`src/rtl/jtbubl_vtiming.sv`:
```
// Purpose: parametrised video timing generator (pixel enables, H/V counters, blanking, sync, render line).
// Latency: flags and counters update on the pxl_cen edge; LHBL_dly/LVBL_dly lag LHBL/LVBL by BLK_DLY pixels.
// Backpressure: none, free-running timing source; consumers follow the strobes.
module jtbubl_vtiming #(
    parameter int CEN_DIV  = 8,
    parameter int H_TOTAL  = 384,
    parameter int HB_START = 255,
    parameter int HB_END   = 383,
    parameter int HS_START = 288,
    parameter int HS_END   = 320,
    parameter int V_TOTAL  = 264,
    parameter int VB_START = 223,
    parameter int VB_END   = 263,
    parameter int VS_START = 232,
    parameter int VS_END   = 235,
    parameter int AHEAD    = 1,
    parameter int BLK_DLY  = 2
) (
    input  logic       clk,
    input  logic       rst,
    input  logic       flip,
    output logic       pxl2_cen,
    output logic       pxl_cen,
    output logic [8:0] hdump,
    output logic [8:0] vdump,
    output logic [8:0] vrender,
    output logic [8:0] vrender1,
    output logic       LHBL,
    output logic       LVBL,
    output logic       LHBL_dly,
    output logic       LVBL_dly,
    output logic       HS,
    output logic       VS,
    output logic       Hinit,
    output logic       Vinit
);

    localparam int CW = (CEN_DIV > 1) ? $clog2(CEN_DIV) : 1;

    localparam logic [CW-1:0] CNT_LAST = CW'(CEN_DIV - 1);
    localparam logic [CW-1:0] CNT_HALF = CW'(CEN_DIV / 2 - 1);

    localparam logic [8:0] H_LAST  = 9'(H_TOTAL - 1);
    localparam logic [8:0] HB_S    = 9'(HB_START);
    localparam logic [8:0] HB_E    = 9'(HB_END);
    localparam logic [8:0] HS_S    = 9'(HS_START);
    localparam logic [8:0] HS_E    = 9'(HS_END);
    localparam logic [8:0] V_LAST  = 9'(V_TOTAL - 1);
    localparam logic [8:0] VB_S    = 9'(VB_START);
    localparam logic [8:0] VB_E    = 9'(VB_END);
    localparam logic [8:0] VS_S    = 9'(VS_START);
    localparam logic [8:0] VS_E    = 9'(VS_END);

    // Render arithmetic is done at 10 bits so vdump+1+AHEAD never overflows before the wrap.
    localparam logic [9:0] V_TOT10 = 10'(V_TOTAL);
    localparam logic [9:0] VB_S10  = 10'(VB_START);
    localparam logic [9:0] STEP10  = 10'(AHEAD + 1);

    logic [CW-1:0] cnt;
    logic [9:0]    r_sum;
    logic [9:0]    r;
    logic [9:0]    r1_sum;
    logic [9:0]    r1;
    logic [9:0]    vr_nxt;
    logic [9:0]    vr1_nxt;

    // Line/frame strobes are decoded from registered state so they coincide with the wrap edge.
    assign Hinit = pxl_cen & (hdump == H_LAST);
    assign Vinit = Hinit & (vdump == V_LAST);

    // Clock divider: registered enables, pxl_cen once per CEN_DIV clocks, pxl2_cen twice.
    always_ff @(posedge clk) begin
        if (rst) begin
            cnt      <= '0;
            pxl_cen  <= 1'b0;
            pxl2_cen <= 1'b0;
        end else begin
            cnt      <= (cnt == CNT_LAST) ? '0 : cnt + 1'b1;
            pxl_cen  <= (cnt == CNT_LAST);
            pxl2_cen <= (cnt == CNT_LAST) || (cnt == CNT_HALF);
        end
    end

    // Horizontal counter plus H blank and H sync flags, advancing one pixel per pxl_cen.
    always_ff @(posedge clk) begin
        if (rst) begin
            hdump <= '0;
            LHBL  <= 1'b1;
            HS    <= 1'b0;
        end else if (pxl_cen) begin
            hdump <= Hinit ? 9'd0 : hdump + 9'd1;
            if (hdump == HB_S) LHBL <= 1'b0;
            if (hdump == HB_E) LHBL <= 1'b1;
            if (hdump == HS_S) HS   <= 1'b1;
            if (hdump == HS_E) HS   <= 1'b0;
        end
    end

    // Look-ahead render line with optional vertical flip; lines past VB_START are never flipped.
    always_comb begin
        r_sum   = {1'b0, vdump} + STEP10;
        r       = (r_sum >= V_TOT10) ? r_sum - V_TOT10 : r_sum;
        r1_sum  = r + 10'd1;
        r1      = (r1_sum >= V_TOT10) ? r1_sum - V_TOT10 : r1_sum;
        vr_nxt  = (flip && (r <= VB_S10))  ? VB_S10 - r  : r;
        vr1_nxt = (flip && (r1 <= VB_S10)) ? VB_S10 - r1 : r1;
    end

    // Vertical counter, V blank/sync and render lines, advancing once per line at Hinit.
    always_ff @(posedge clk) begin
        if (rst) begin
            vdump    <= '0;
            LVBL     <= 1'b1;
            VS       <= 1'b0;
            vrender  <= 9'(AHEAD);
            vrender1 <= 9'(AHEAD + 1);
        end else if (Hinit) begin
            vdump    <= Vinit ? 9'd0 : vdump + 9'd1;
            if (vdump == VB_S) LVBL <= 1'b0;
            if (vdump == VB_E) LVBL <= 1'b1;
            if (vdump == VS_S) VS   <= 1'b1;
            if (vdump == VS_E) VS   <= 1'b0;
            vrender  <= vr_nxt[8:0];
            vrender1 <= vr1_nxt[8:0];
        end
    end

    generate
        if (BLK_DLY == 0) begin : g_no_dly
            assign LHBL_dly = LHBL;
            assign LVBL_dly = LVBL;
        end else begin : g_dly
            logic [BLK_DLY-1:0] hb_sr;
            logic [BLK_DLY-1:0] vb_sr;

            // Blanking delay line for the colour mixer, one stage per pxl_cen, idles as "not blanking".
            always_ff @(posedge clk) begin
                if (rst) begin
                    hb_sr <= '1;
                    vb_sr <= '1;
                end else if (pxl_cen) begin
                    hb_sr[0] <= LHBL;
                    vb_sr[0] <= LVBL;
                    for (int i = 1; i < BLK_DLY; i++) begin
                        hb_sr[i] <= hb_sr[i-1];
                        vb_sr[i] <= vb_sr[i-1];
                    end
                end
            end

            assign LHBL_dly = hb_sr[BLK_DLY-1];
            assign LVBL_dly = vb_sr[BLK_DLY-1];
        end
    endgenerate

endmodule

```
`config.mk`:
```
export PLATFORM = sky130hd
export DESIGN_NAME = jtbubl_vtiming
export DESIGN_NICKNAME = d
export VERILOG_FILES = /design/src/rtl/jtbubl_vtiming.sv
export SDC_FILE = /design/constraint.sdc
export NUM_CORES = 1
export LEC_CHECK = 0
export ABC_AREA = 0
export CAP_MARGIN = 20
export CORE_MARGIN = 2
export CORE_UTILIZATION = 50
export CTS_CLUSTER_DIAMETER = 100
export DETAILED_ROUTE_END_ITERATION = 6
export PLACE_DENSITY = 0.85
export REMOVE_ABC_BUFFERS = 1
export SLEW_MARGIN = 20
export SYNTH_ARGS = -nofsm -noshare
export SYNTH_HDL_FRONTEND = slang
export SYNTH_SLANG_ARGS = --single-unit
```
`constraint.sdc`:
```
create_clock -name clk -period 4.4 [get_ports clk]
set_input_delay 0.66 -clock clk [delete_from_list [all_inputs] [get_ports clk]]
set_output_delay 0.66 -clock clk [all_outputs]
set_load 0.005 [all_outputs]
```
==> run metrics, run 1 <==
Clock transition at path regs=0.10 ns; Synth async-reset ratio=0%; share of cells above drive strength 1=14.7%; Hold WC Path Type=register to register; VDD IR max=0.000126 V; largest net degree at the start of global routing=25; Setup CP Type=register to register; Worst setup SP type=register; Tmin final=4.21 ns; grt ovf=0; total CTS buffers=5; Routed WL=9.03 mm; switching part of the total=20.9%; WL/cell=15.8 um; Finished Layout Cells=571; Worst Path Required=4.65 ns; met3 Usage GRT=3.68%; Final WS setup=0.194 ns; Int Pwr=0.685 mW; switching power total=0.181 mW; post-place setup slack=0.0689 ns; post-route design area=0.00431 mm2; PD cells=201 mW/mm2; Pre-Repair DR Iteration Count=7; ANT nets after route=0; Ports=49; Pins Over Slew Limit=0; first-pass GRT wire length=14.3 mm; synthesized flop and latch total=49; CP cell instances=and3_4 > nand3_2 > a311oi_2 > buf_6 > a21o_1 > nand2_4 > inv_4 > ha_1 > nand3_2 > o41a_1 > o21a_2 > a21oi_2 > xnor2_1 > ha_1 > or4_1 > o211ai_1; Row Count=30; H-Tree Depth=2; slew margin rel.=54.6%; share of the synthesized area in the top cell type=28.0%; CP max stage delay=0.51 ns; PortBufs=48; number of synthesized flops with an enable pin=0; Final Hold Fails=0; Clock Skew=0.00956 ns; DR vias/cell=6.00; Layout area overhead=22.9%; Final Cycle Share=95.6%; Gate power share=3.1%; Via Count=3427; f_max=0.238 GHz; Synth area leaders=dfxtp_1, ha_1, xnor2_1; # setup viols final=0; synthesized area per cell=8.32 um2; Yosys cell types=84; width of the die=87.8 um; status=finished, final reports clean; Tot GR Track Use=23.2%; initial antenna violation count=0; GP Congestion=1.03; Setup crit end kind=register; ANT cells=0; Max-Cap Viols=0; initial core utilization=51.7%; Clk network pwr share=45.3%; clk sink count=49; vias in the first global route=3086; total power=0.866 mW; DRT iter0 DRCs=210; Critical Path AT=4.45 ns; leak pwr=1.56 nW; CP Max Fanout=15; Reg power frac=51.6%; Die Ht=87.8 um; Post-Place Cells=561; global routing's busiest layer=met2; hold-fix buffers at CTS=0; CTS tree=done; Clock Latency Late Sink=0.31 ns; Nets=492; CTS Root Buffer Type=clkbuf_8; detailed-route DRC error count=0; CP max stage cell=or4_1; GR Layer Usage met1=30.2%; dominant synthesized flop cell=dfxtp_1; DIE AREA=0.00771 mm2; Seq/Total Area, Yosys=28.0%; commonest non-fill, non-tap cell in the layout=clkdlybuf4s50_1; measured slew at the worst slew-check pin=0.663 ns; most frequent cells in the layout=clkdlybuf4s50_1, nor2_1, dfxtp_1, nand2_1, buf_4; Max Root-Sink Buffers=2; Synth area leader=dfxtp_1; HPWL Detailed=6.58 mm; Cell Area, Placed=0.00412 mm2; YS warnings=0; Core Region=0.00679 mm2; Mapped Area=0.00351 mm2; cells after synthesis=422; GR met2 Demand/Resource=37.8%
path summary, 6_finish.rpt:
path / from / cells after the start / slack [ns] / endpoint
hold / removal: cnt[0] / 1 / 0.44 / cnt[0]
setup / recovery: vdump[5] / 16 / 0.19 / vrender1[7]
hold reg to reg: cnt[0] / 1 / 0.44 / cnt[0]
setup reg to reg: vdump[5] / 16 / 0.19 / vrender1[7]
cells by family after synthesis:
kind of cell,count (synthesis),synth area share [%]
flip-flops,49,28.0
AND/OR/NAND/NOR,162,24.0
AO/OA/AOI/OAI,112,25.4
XOR/XNOR,37,9.63
adder cells (fa/ha/maj),15,5.35
multiplexers,6,1.71
buffers and inverters,41,5.99
power groups by stage:
stage | combinational [mW] | sequential, mW | clock, mW
3_5_place_dp | 0.0266 | 0.457 | 0
3_3_place_gp | 0.0255 | 0.457 | 0
5_1_grt | 0.0295 | 0.447 | 0.409
6_report | 0.0273 | 0.447 | 0.392
2_1_floorplan | 0.0147 | 0.457 | 0
4_1_cts | 0.0268 | 0.447 | 0.394
state kept, by name, summed over array words and instances, names as in the netlist:
| name | count |
|---|---|
| hdump | 9 |
| vdump | 9 |
| vrender1 | 9 |
| vrender | 9 |
| cnt | 3 |
| g_dly.hb_sr | 2 |
| g_dly.vb_sr | 2 |
| HS | 1 |
| LHBL | 1 |
| LVBL | 1 |
| VS | 1 |
| pxl2_cen | 1 |
| pxl_cen | 1 |
stage by stage:
step	setup TNS, ns	hold WS, ns	util, %
CTS	0	0.445	62.6
global placement	0	0.418	60.6
detailed placement	0	0.432	60.6
global route	-0.0592	0.462	63.5
floorplan	-0.523	0.403	-
finish	0	0.440	63.5
critical path, delay by kind of cell, from the launching register on:
| kind | cells | cell delay, ns |
|---|---|---|
| buffers and inverters | 2 | 0.36 |
| XOR/XNOR | 1 | 0.11 |
| AO/OA/AOI/OAI | 6 | 1.66 |
| flip-flops | 1 | 0.45 |
| adder cells (fa/ha/maj) | 2 | 0.44 |
| AND/OR/NAND/NOR | 5 | 1.10 |
layout make-up:
| class | count | area [um2] |
|---|---|---|
| clock buffers | 5 | 68.8 |
| clock inverters | 3 | 68.8 |
| fillers | 557 | 2480 |
| inverters | 15 | 58.8 |
| multi-input cells | 332 | 2350 |
| flip-flops and latches | 49 | 990 |
| well taps | 96 | 120 |
| repair buffers | 71 | 657 |
cells in the mapped netlist (all sizes together), types with 9 or more instances:
master  instances
xnor2          21
a21oi          21
nand4          13
ha             15
inv            14
nand3          21
a211oi          9
dfxtp          49
nor2           46
o21ai          14
buf            14
o211ai          9
clkbuf         12
nor3           12
nand2          33
xor2           15
layer usage:
layer  routed length (um)  vias to the layer above
met1                 4030                     1622
met2                 4260                      126
met5                    0                        -
li1                     -                     1650
met4                  238                        0
met3                  503                       29
timing repair:
action,CTS,global route
setup buffers,0,2
setup endpoints to repair,0,6
resized for setup,0,15
(Power assumes the default switching activity.)
==> inputs of run 2 (changes only) <==
--- a/config.mk
+++ b/config.mk
@@ -8,3 +8,2 @@
 export ABC_AREA = 0
-export CAP_MARGIN = 20
 export CORE_MARGIN = 2
@@ -15,2 +14,3 @@
 export REMOVE_ABC_BUFFERS = 1
+export SKIP_CTS_REPAIR_TIMING = 1
 export SLEW_MARGIN = 20
--- a/constraint.sdc
+++ b/constraint.sdc
@@ -3,2 +3,2 @@
 set_output_delay 0.66 -clock clk [all_outputs]
-set_load 0.005 [all_outputs]
+set_load 0.1 [all_outputs]
==> run 2 against run 1 <==
  * Register-to-register slack got worse by 0.03 ns
  * Non-clock buffer count unchanged
  * Global-route usage is 0.83 points higher
  * Critical endpoint unchanged
==> run metrics, run 2 (synthesis results as in run 1) <==
status=finished, final reports clean; first-pass GRT wire length=14.9 mm (+4.1%); GP Congestion=1.02 (-0.45%); Cell Area, Placed=0.00412 mm2 (unchanged); Via Count=3420 (-0.20%); Int Pwr=0.572 mW (-16%); Setup crit end kind=register; post-route design area=0.00433 mm2 (+0.43%); Hold WC Path Type=register to register; Worst setup SP type=register; slew margin rel.=30.3% (-24 points); Final Hold Fails=0 (unchanged); # setup viols final=0 (unchanged); ANT nets after route=0 (unchanged); leak pwr=1.57 nW (+0.40%); post-place setup slack=0.00619 ns (-0.0627 ns); switching power total=0.192 mW (+6.5%); most frequent cells in the layout=clkdlybuf4s50_1, nor2_1, dfxtp_1, nand2_1, xnor2_1; Routed WL=9.22 mm (+2.1%); Tot GR Track Use=24.0% (+0.83 points); grt ovf=0 (unchanged); PortBufs=48 (unchanged); initial core utilization=51.7% (unchanged); Nets=492 (unchanged); Die Ht=87.8 um (unchanged); Pins Over Slew Limit=0 (unchanged); share of cells above drive strength 1=15.2% (+0.42 points); Final Core Density=63.8% (+0.28 points); Layout area overhead=23.4%; Met3 Routed Length=583 um (+16%); total CTS buffers=5 (unchanged); DR vias/cell=5.99 (-0.20%); worst hold start=cnt[0]; Reg power frac=58.4% (+6.8 points); WL/cell=16.1 um (+2.1%); H-Tree Depth=2 (unchanged); f_max=0.236 GHz (-0.71%); Ports=49 (unchanged); Final WS setup=0.164 ns (-0.0302 ns); Max Root-Sink Buffers=2 (unchanged); Min Hold Slack=0.438 ns (-0.00168 ns); DR top layer=met4; Met1 Wirelength=4.08 mm (+1.4%); VDD IR max=0.000116 V (-7.8%); Max-Cap Viols=0 (unchanged); Final Cycle Share=96.3% (+0.69 points); measured slew at the worst slew-check pin=1.04 ns (+0.380 ns); Hold Path Depth=1 (unchanged); met2 wire length=4.31 mm (+1.1%); detailed-route DRC error count=0 (unchanged); width of the die=87.8 um (unchanged); HPWL Detailed=6.63 mm (+0.67%); switching part of the total=25.1% (+4.3 points); Finished Layout Cells=571 (unchanged); largest net degree at the start of global routing=31 (+24%); CP Max Fanout=9 (-6); initial antenna violation count=0 (unchanged); commonest non-fill, non-tap cell in the layout=clkdlybuf4s50_1; Critical Path AT=4.48 ns (+0.03 ns); Gate power share=3.9% (+0.8 points); ANT cells=0 (unchanged); DIE AREA=0.00771 mm2 (unchanged); Clk network pwr share=37.7% (-7.6 points); Clock Latency Late Sink=0.32 ns (about the same); total power=0.765 mW (-12%); R2R depth=17 (+1); Clock Skew=0.00847 ns (-0.00109 ns); CTS Root Buffer Type=clkbuf_8; Pre-Repair DR Iteration Count=5 (-2); Clock transition at path regs=0.10 ns (about the same); Critical Path Source=vdump[1]; clk sink count=49 (unchanged); setup TNS=0 ns (unchanged); Core Region=0.00679 mm2 (unchanged); Worst Path Required=4.64 ns (about the same); CTS tree=done; vias in the first global route=3251 (+5.3%); Post-Place Cells=560 (-0.18%); Row Count=30 (unchanged); DRT iter0 DRCs=322 (+53%); PD cells=177 mW/mm2 (-12%); Setup CP Type=register to register; Tmin final=4.24 ns (+0.0302 ns); Reg-to-Reg Start=vdump[1]
-- run 2: cell types whose count changed in the layout (fill, tap and decap cells not counted), moves of 2 or more --
| cell | previous run | this run |
|---|---|---|
| clkinvlp_4 | 0 | 2 |
| buf_6 | 1 | 3 |
| buf_4 | 22 | 20 |
| bufinv_16 | 2 | 0 |
| clkdlybuf4s50_1 | 48 | 46 |
-- run 2: final timing paths --
kind                            slack (ns)           to
worst max-delay path                  0.16  vrender1[7]
worst min-delay path                  0.44       cnt[0]
worst max register to register        0.16  vrender1[7]
worst min register to register        0.44       cnt[0]
-- run 2: critical path, stage by stage, from the launching register on --
cell,delay (ns)
dfxtp_1,0.40
buf_6,0.17
and3_4,0.21
nand3_2,0.13
a311oi_4,0.43
buf_6,0.19
a21o_1,0.19
nand2_4,0.11
inv_4,0.13
ha_1,0.21
nand3_2,0.12
o41a_1,0.44
o21a_1,0.25
a21oi_2,0.15
xnor2_1,0.10
ha_1,0.24
or4_1,0.53
o211ai_1,0.16
-- run 2: final cells by class --
type	instances	area, um2
inverter	15	58.8
clock buffer	5	68.8
fill	565	2460
multi-input combinational	332	2400
clock inverter	3	26.3
timing repair buffer	71	669
tap	96	120
sequential	49	988
-- run 2: layer usage --
metal  GRT usage (%)  vias to the layer above
li1                -                     1647
met3            3.20                       22
met5               0                        -
met1            32.3                     1613
met4            10.2                        0
met2            38.6                      138
-- run 2: power by group through the flow --
stage          clock [mW]  sequential, mW  combinational [mW]
2_1_floorplan           0           0.460              0.0147
3_3_place_gp            0           0.457              0.0281
3_5_place_dp            0           0.457              0.0291
4_1_cts             0.291           0.447              0.0291
5_1_grt             0.309           0.447              0.0328
6_report            0.288           0.447              0.0296
==> inputs of run 3 (changes only) <==
Settings changed: CELL_PAD_IN_SITES_DETAIL_PLACEMENT set to 0, CELL_PAD_IN_SITES_GLOBAL_PLACEMENT set to 2, CORE_UTILIZATION 50 to 30, GPL_TIMING_DRIVEN set to 0, TNS_END_PERCENT set to 30.
==> run 3 against run 2 <==
  * Register-to-register slack worse by 0.03 ns
  * Non-clock buffer count shrank 2
  * Clock skew hardly changed
  * Combinational power decreased by 3%
  * Total power increased by 22%
  * Global-route usage is 9.4 points lower
  * Core utilization decreased by 23 points
  * Final cell count rose by 8.4%
==> run metrics, run 3 (synthesis results as in run 1) <==
status=finished, final reports clean; Layout area overhead=31.5%; Filler Cell Count=1182 (+110%); DIE AREA=0.0126 mm2 (+63%); ANT cells=0 (unchanged); DR vias/cell=5.43 (-9.3%); CP Max Fanout=11 (+2); Final Core Density=40.4% (-23 points); # setup viols final=0 (unchanged); Final Hold Fails=0 (unchanged); Max Root-Sink Buffers=2 (unchanged); total CTS buffers=5 (unchanged); HPWL Detailed=6.69 mm (+0.99%); DRT iter0 DRCs=216 (-33%); reg-to-reg slack, setup=0.14 ns (-0.03 ns); Pre-Repair DR Iteration Count=4 (-1); width of the die=112 um (+28%); most frequent cells in the layout=clkdlybuf4s50_1, nor2_1, dfxtp_1, nand2_1, buf_4; vias in the first global route=2968 (-8.7%); post-place setup slack=-1.01 ns (-1.02 ns); clk sink count=49 (unchanged); Via Count=3364 (-1.6%); post-route design area=0.00461 mm2 (+6.5%); Tot GR Track Use=14.6% (-9.4 points); Post-Place Cells=587 (+4.8%); GR met2 Demand/Resource=23.6% (-15 points); CTS Root Buffer Type=clkbuf_16; Min Hold Slack=0.435 ns (-0.00266 ns); Die Ht=112 um (+28%); switching part of the total=20.9% (-4.3 points); Clock Latency Late Sink=0.30 ns (-0.02 ns); CTS tree=done; Worst Path Required=4.61 ns (-0.03 ns); Nets=493 (+0.20%); Tmin final=4.26 ns (+0.0284 ns); commonest non-fill, non-tap cell in the layout=clkdlybuf4s50_1; Setup CP Type=register to register; Finished Layout Cells=619 (+8.4%); PD cells=202 mW/mm2 (+14%); Clock transition at path regs=0.07 ns (-0.03 ns); Max-Cap Viols=0 (unchanged); Row Count=39 (+30%); Int Pwr=0.736 mW (+29%); Routed WL=10.1 mm (+10%); slew margin rel.=34.9% (+4.6 points); initial core utilization=30.7% (-21 points); Worst setup SP type=register; Final Cycle Share=96.9% (+0.64 points); measured slew at the worst slew-check pin=0.974 ns (-0.0682 ns); PortBufs=48 (unchanged); total power=0.930 mW (+22%); Ports=49 (unchanged); Hold WC Path Type=register to register; met3 Usage GRT=1.94% (-1.3 points); Cell Area, Placed=0.00402 mm2 (-2.2%); largest net degree at the start of global routing=32 (+3.2%); ANT nets after route=0 (unchanged); switching power total=0.194 mW (+1.1%); GR Layer Usage met1=20.2% (-12 points); detailed-route DRC error count=0 (unchanged); WL/cell=16.4 um (+1.5%); grt ovf=0 (unchanged); H-Tree Depth=2 (unchanged); global routing's busiest layer=met2; initial antenna violation count=0 (unchanged); VDD IR max=0.000185 V (+59%); Core Region=0.0114 mm2 (+68%); Setup crit end kind=register; Clk network pwr share=49.2% (+12 points); share of cells above drive strength 1=18.1% (+2.9 points); Critical Path AT=4.48 ns (about the same); first-pass GRT wire length=15.3 mm (+2.1%); Reg power frac=47.7% (-11 points); Gate power share=3.1% (-0.8 points); leak pwr=1.65 nW (+4.9%); Pins Over Slew Limit=0 (unchanged); Clock Skew=0.00887 ns (+0.000402 ns); Final WS setup=0.135 ns (-0.0284 ns); f_max=0.234 GHz (-0.67%); setup TNS=0 ns (unchanged); GP Congestion=0.901 (-12%)
==> run 3: cell count changes in the layout (fill, tap and decap cells not counted), sizes merged <==
cell	before	now
buf	25	22
a311oi	4	6
clkbuf	5	7
inv	15	13
bufinv	0	1
clkdlybuf4s50	46	45
clkinvlp	2	3
dlymetal6s2s	0	1
==> run 3: path summary, 6_finish.rpt <==
path | start | endpoint | depth (start not counted)
worst max-delay path | vdump[2] | vrender1[7] | 16
worst min-delay path | cnt[0] | cnt[0] | 1
worst max register to register | vdump[2] | vrender1[7] | 16
worst min register to register | cnt[0] | cnt[0] | 1
==> run 3: metal layers <==
layer	vias to the layer above	part of all wire [%]
met2	79	48
met1	1615	47
met3	10	3.3
li1	1660	-
met4	0	2.0
met5	-	0
==> run 3: area by class of cell <==
type | count | area [um2] | area share [%]
Clock buffer | 6 | 139 | 3.01
Clock inverter | 2 | 37.5 | 0.813
Inverter | 15 | 62.6 | 1.36
Multi-Input combinational cell | 334 | 2560 | 55.4
Sequential cell | 49 | 1000 | 21.7
Tap cell | 143 | 179 | 3.88
Timing Repair Buffer | 69 | 631 | 13.7
Timing Repair inverter | 1 | 5.00 | 0.108
==> run 3: power by group through the flow <==
| stage | Sequential, mW | Combinational [mW] | Clock [mW] |
|---|---|---|---|
| 2_1_floorplan | 0.460 | 0.0147 | 0 |
| 3_3_place_gp | 0.457 | 0.0288 | 0 |
| 3_5_place_dp | 0.457 | 0.0285 | 0 |
| 4_1_cts | 0.447 | 0.0287 | 0.472 |
| 5_1_grt | 0.444 | 0.0323 | 0.485 |
| 6_report | 0.444 | 0.0286 | 0.458 |
==> run 3: worst max-delay path: stages (launching register included) <==
cell and delay (ns):
dfxtp_4 0.40, ha_4 0.22, and3_4 0.22, a2111oi_4 0.43
buf_4 0.19, a311oi_2 0.07, a32o_2 0.35, nor2_4 0.15
ha_4 0.17, nand3_2 0.11, o41a_1 0.47, o21a_1 0.24
a21oi_2 0.17, xnor2_2 0.10, ha_1 0.22, or4_1 0.51
o211ai_1 0.16
==> edit: new RTL, settings of run 2 <==
Set the parameter `CEN_DIV` to 16 (it was 8).
--- a/src/rtl/jtbubl_vtiming.sv
+++ b/src/rtl/jtbubl_vtiming.sv
@@ -3,5 +3,5 @@
 // Backpressure: none, free-running timing source; consumers follow the strobes.
 module jtbubl_vtiming #(
-    parameter int CEN_DIV  = 8,
+    parameter int CEN_DIV  = 16,
     parameter int H_TOTAL  = 384,
     parameter int HB_START = 255,
Check against the original RTL: not equivalent (a bounded check fails within 10 cycles, from zero or initial values and one cycle with rst high).
==> edit against run 2 <==
Utilization is 2.5 points lower; cell area grew 0.87%; count of clock-buffer cells in the layout unchanged; sequential cell count up 1; routed wire length down 5.3%; clock power grew 10%; synthesized cell count is 3.6% higher; combinational power fell by 19%; power up 4.5%; largest power group unchanged; synthesized area up 3.1%; worst setup slack improved by 0.047 ns.
==> edit: results (changes against run 2) <==
{| class="wikitable"
! Metric !! Value
|-
| Commonest cells in the synthesized netlist || 50 x dfxtp_1, 44 x nor2_1, 38 x nand2_1, 25 x nand3_1, 21 x a21oi_1
|-
| NumNets Final || 499 (+1.4%)
|-
| Transition at the pin with the smallest max-transition slack || 1.00 ns (-0.0394 ns)
|-
| Clock insertion delay at the later pin of the skew report || 0.30 ns (-0.02 ns)
|-
| Post-detailed-routing wire length || 8730 um (-5.3%)
|-
| Detail Placement HPWL || 6450 um (-2.7%)
|-
| Hold/Removal Path Class || flip-flop to flip-flop
|-
| Worst Skew || 0.00322 ns (-0.00525 ns)
|-
| CTS H-tree lvls || 2 (unchanged)
|-
| First-pass GRT wire length || 14500 um (-3.0%)
|-
| Number of buffers on the longest clock path || 2 (unchanged)
|-
| Number of antenna violations at the first check in global routing || 0 (unchanged)
|-
| Cell at the slowest stage of the critical path || or4b_4
|-
| Clock buffer count from CTS || 5 (unchanged)
|-
| Router iterations before antenna repair || 5 (unchanged)
|-
| Peak ir drop on the vdd network || 0.0992 mV (-15%)
|-
| Maximum net fanout on the critical path || 8 (-1)
|-
| Share of synthesized registers carrying an async set or reset || 0 (unchanged)
|-
| Upper clock frequency limit || 239 MHz (+1.1%)
|-
| Residual antenna-violating net count after detailed routing || 0 (unchanged)
|-
| Main area contributors after synthesis || dfxtp_1 28%, ha_1 4.8%, nor2_1 4.6%
|-
| Share of cells above drive strength 1 || 0.159 (+0.00784)
|-
| Delay of the slowest cell on the worst path || between 0.5 and 0.6 ns
|-
| Arr. time, crit path || 4.40 ns (-0.08 ns)
|-
| Vias in the first global route || 3181 (-2.2%)
|-
| Share of the yosys chip area belonging to registers || 0.277 (-0.00288)
|-
| Status || finished, final reports clean
|-
| Library cell used as clock root buffer || clkbuf_8
|-
| RePlAce Congestion || 0.934 (-8.7%)
|-
| Leak pwr || 1.56 nW (-0.65%)
|-
| Reg-to-reg slack, setup || 0.21 ns (+0.05 ns)
|-
| Drt first-iter violations || 261 (-19%)
|-
| Worst slack after detailed placement || 0.120 ns (+0.114 ns)
|-
| Number of unique standard cell types used by synthesis || 81 (-3.6%)
|-
| Largest net degree at the start of global routing || 33 (+6.5%)
|-
| Overall routing resource usage || 0.225 (-0.0153)
|-
| Synthesis Warnings || 0 (unchanged)
|-
| Antenna cells || 0 (unchanged)
|-
| Cell family contributing the most delay on the critical path || simple AND/OR/NAND/NOR gates
|-
| Switching power share of the total || 0.210 (-0.0410)
|-
| Clock transition at the registers of the reported paths || 0.09 ns
|-
| Most used DFF post-synth || dfxtp_1
|-
| Number of vias in the routed layout || 3456 (+1.1%)
|-
| Port Buffer Count || 48 (unchanged)
|}
==> edit: logic make-up (layout without fill, tap and decap cells) <==
family | Yosys count | in the layout | share of synthesized area
AOI/OAI and AO/OA | 92 | 92 | 0.207
xor gates and xnor gates | 35 | 35 | 0.0920
adders and majority gates | 14 | 14 | 0.0484
buffers and inverters | 47 | 93 | 0.0660
DFF | 50 | 50 | 0.277
muxes | 8 | 8 | 0.0232
and+or+nand+nor | 191 | 191 | 0.287
==> edit: final cells by class <==
| type | instances | area (um2) |
|---|---|---|
| inverters | 16 | 60.1 |
| well taps | 99 | 124 |
| multi-input cells | 340 | 2410 |
| fillers | 643 | 2770 |
| repair buffers | 69 | 658 |
| flip-flops and latches | 50 | 1010 |
| clock inverters | 3 | 40.0 |
| clock buffers | 5 | 68.8 |
==> edit: path summary, 6_finish.rpt <==
| path | start | endpoint | cells after the start |
|---|---|---|---|
| worst max-delay path | vdump[1]$_SDFFE_PP0P_ | vrender1[6]$_SDFFE_PP0P_ | 17 |
| worst min-delay path | g_dly.vb_sr[0]$_SDFFE_PP1P_ | g_dly.vb_sr[1]$_SDFFE_PP1P_ | 1 |
| worst max register to register | vdump[1]$_SDFFE_PP0P_ | vrender1[6]$_SDFFE_PP0P_ | 17 |
| worst min register to register | g_dly.vb_sr[0]$_SDFFE_PP1P_ | g_dly.vb_sr[1]$_SDFFE_PP1P_ | 1 |
==> edit: power by group through the flow <==
stage / Clock, W / Sequential (W) / Combinational (W)
after floorplan: 0 / 0.000467 / 0.0000118
after global placement: 0 / 0.000467 / 0.0000233
after detailed placement: 0 / 0.000467 / 0.0000238
after CTS: 0.000322 / 0.000457 / 0.0000238
after global routing: 0.000339 / 0.000457 / 0.0000268
final: 0.000318 / 0.000457 / 0.0000240
==> edit: through the flow <==
step                      std cells  total power, W  hold WS (ns)  instance area [um2]  setup TNS [ns]
after floorplan                 406        0.000479         0.431                 3440           -8.00
after global placement          573        0.000490         0.436                 4210               0
after detailed placement        573        0.000491         0.449                 4210               0
after CTS                       581        0.000802         0.470                 4320               0
after global routing            582        0.000823         0.486                 4370               0
final                           582        0.000799         0.467                 4370               0
==> edit: routing by layer <==
| metal | up-vias | GRT usage | part of all wire |
|---|---|---|---|
| met4 | 0 | 0.0760 | 0.021 |
| met2 | 129 | 0.390 | 0.50 |
| li1 | 1663 | - | - |
| met1 | 1642 | 0.287 | 0.43 |
| met3 | 22 | 0.0305 | 0.046 |
| met5 | - | 0 | 0 |
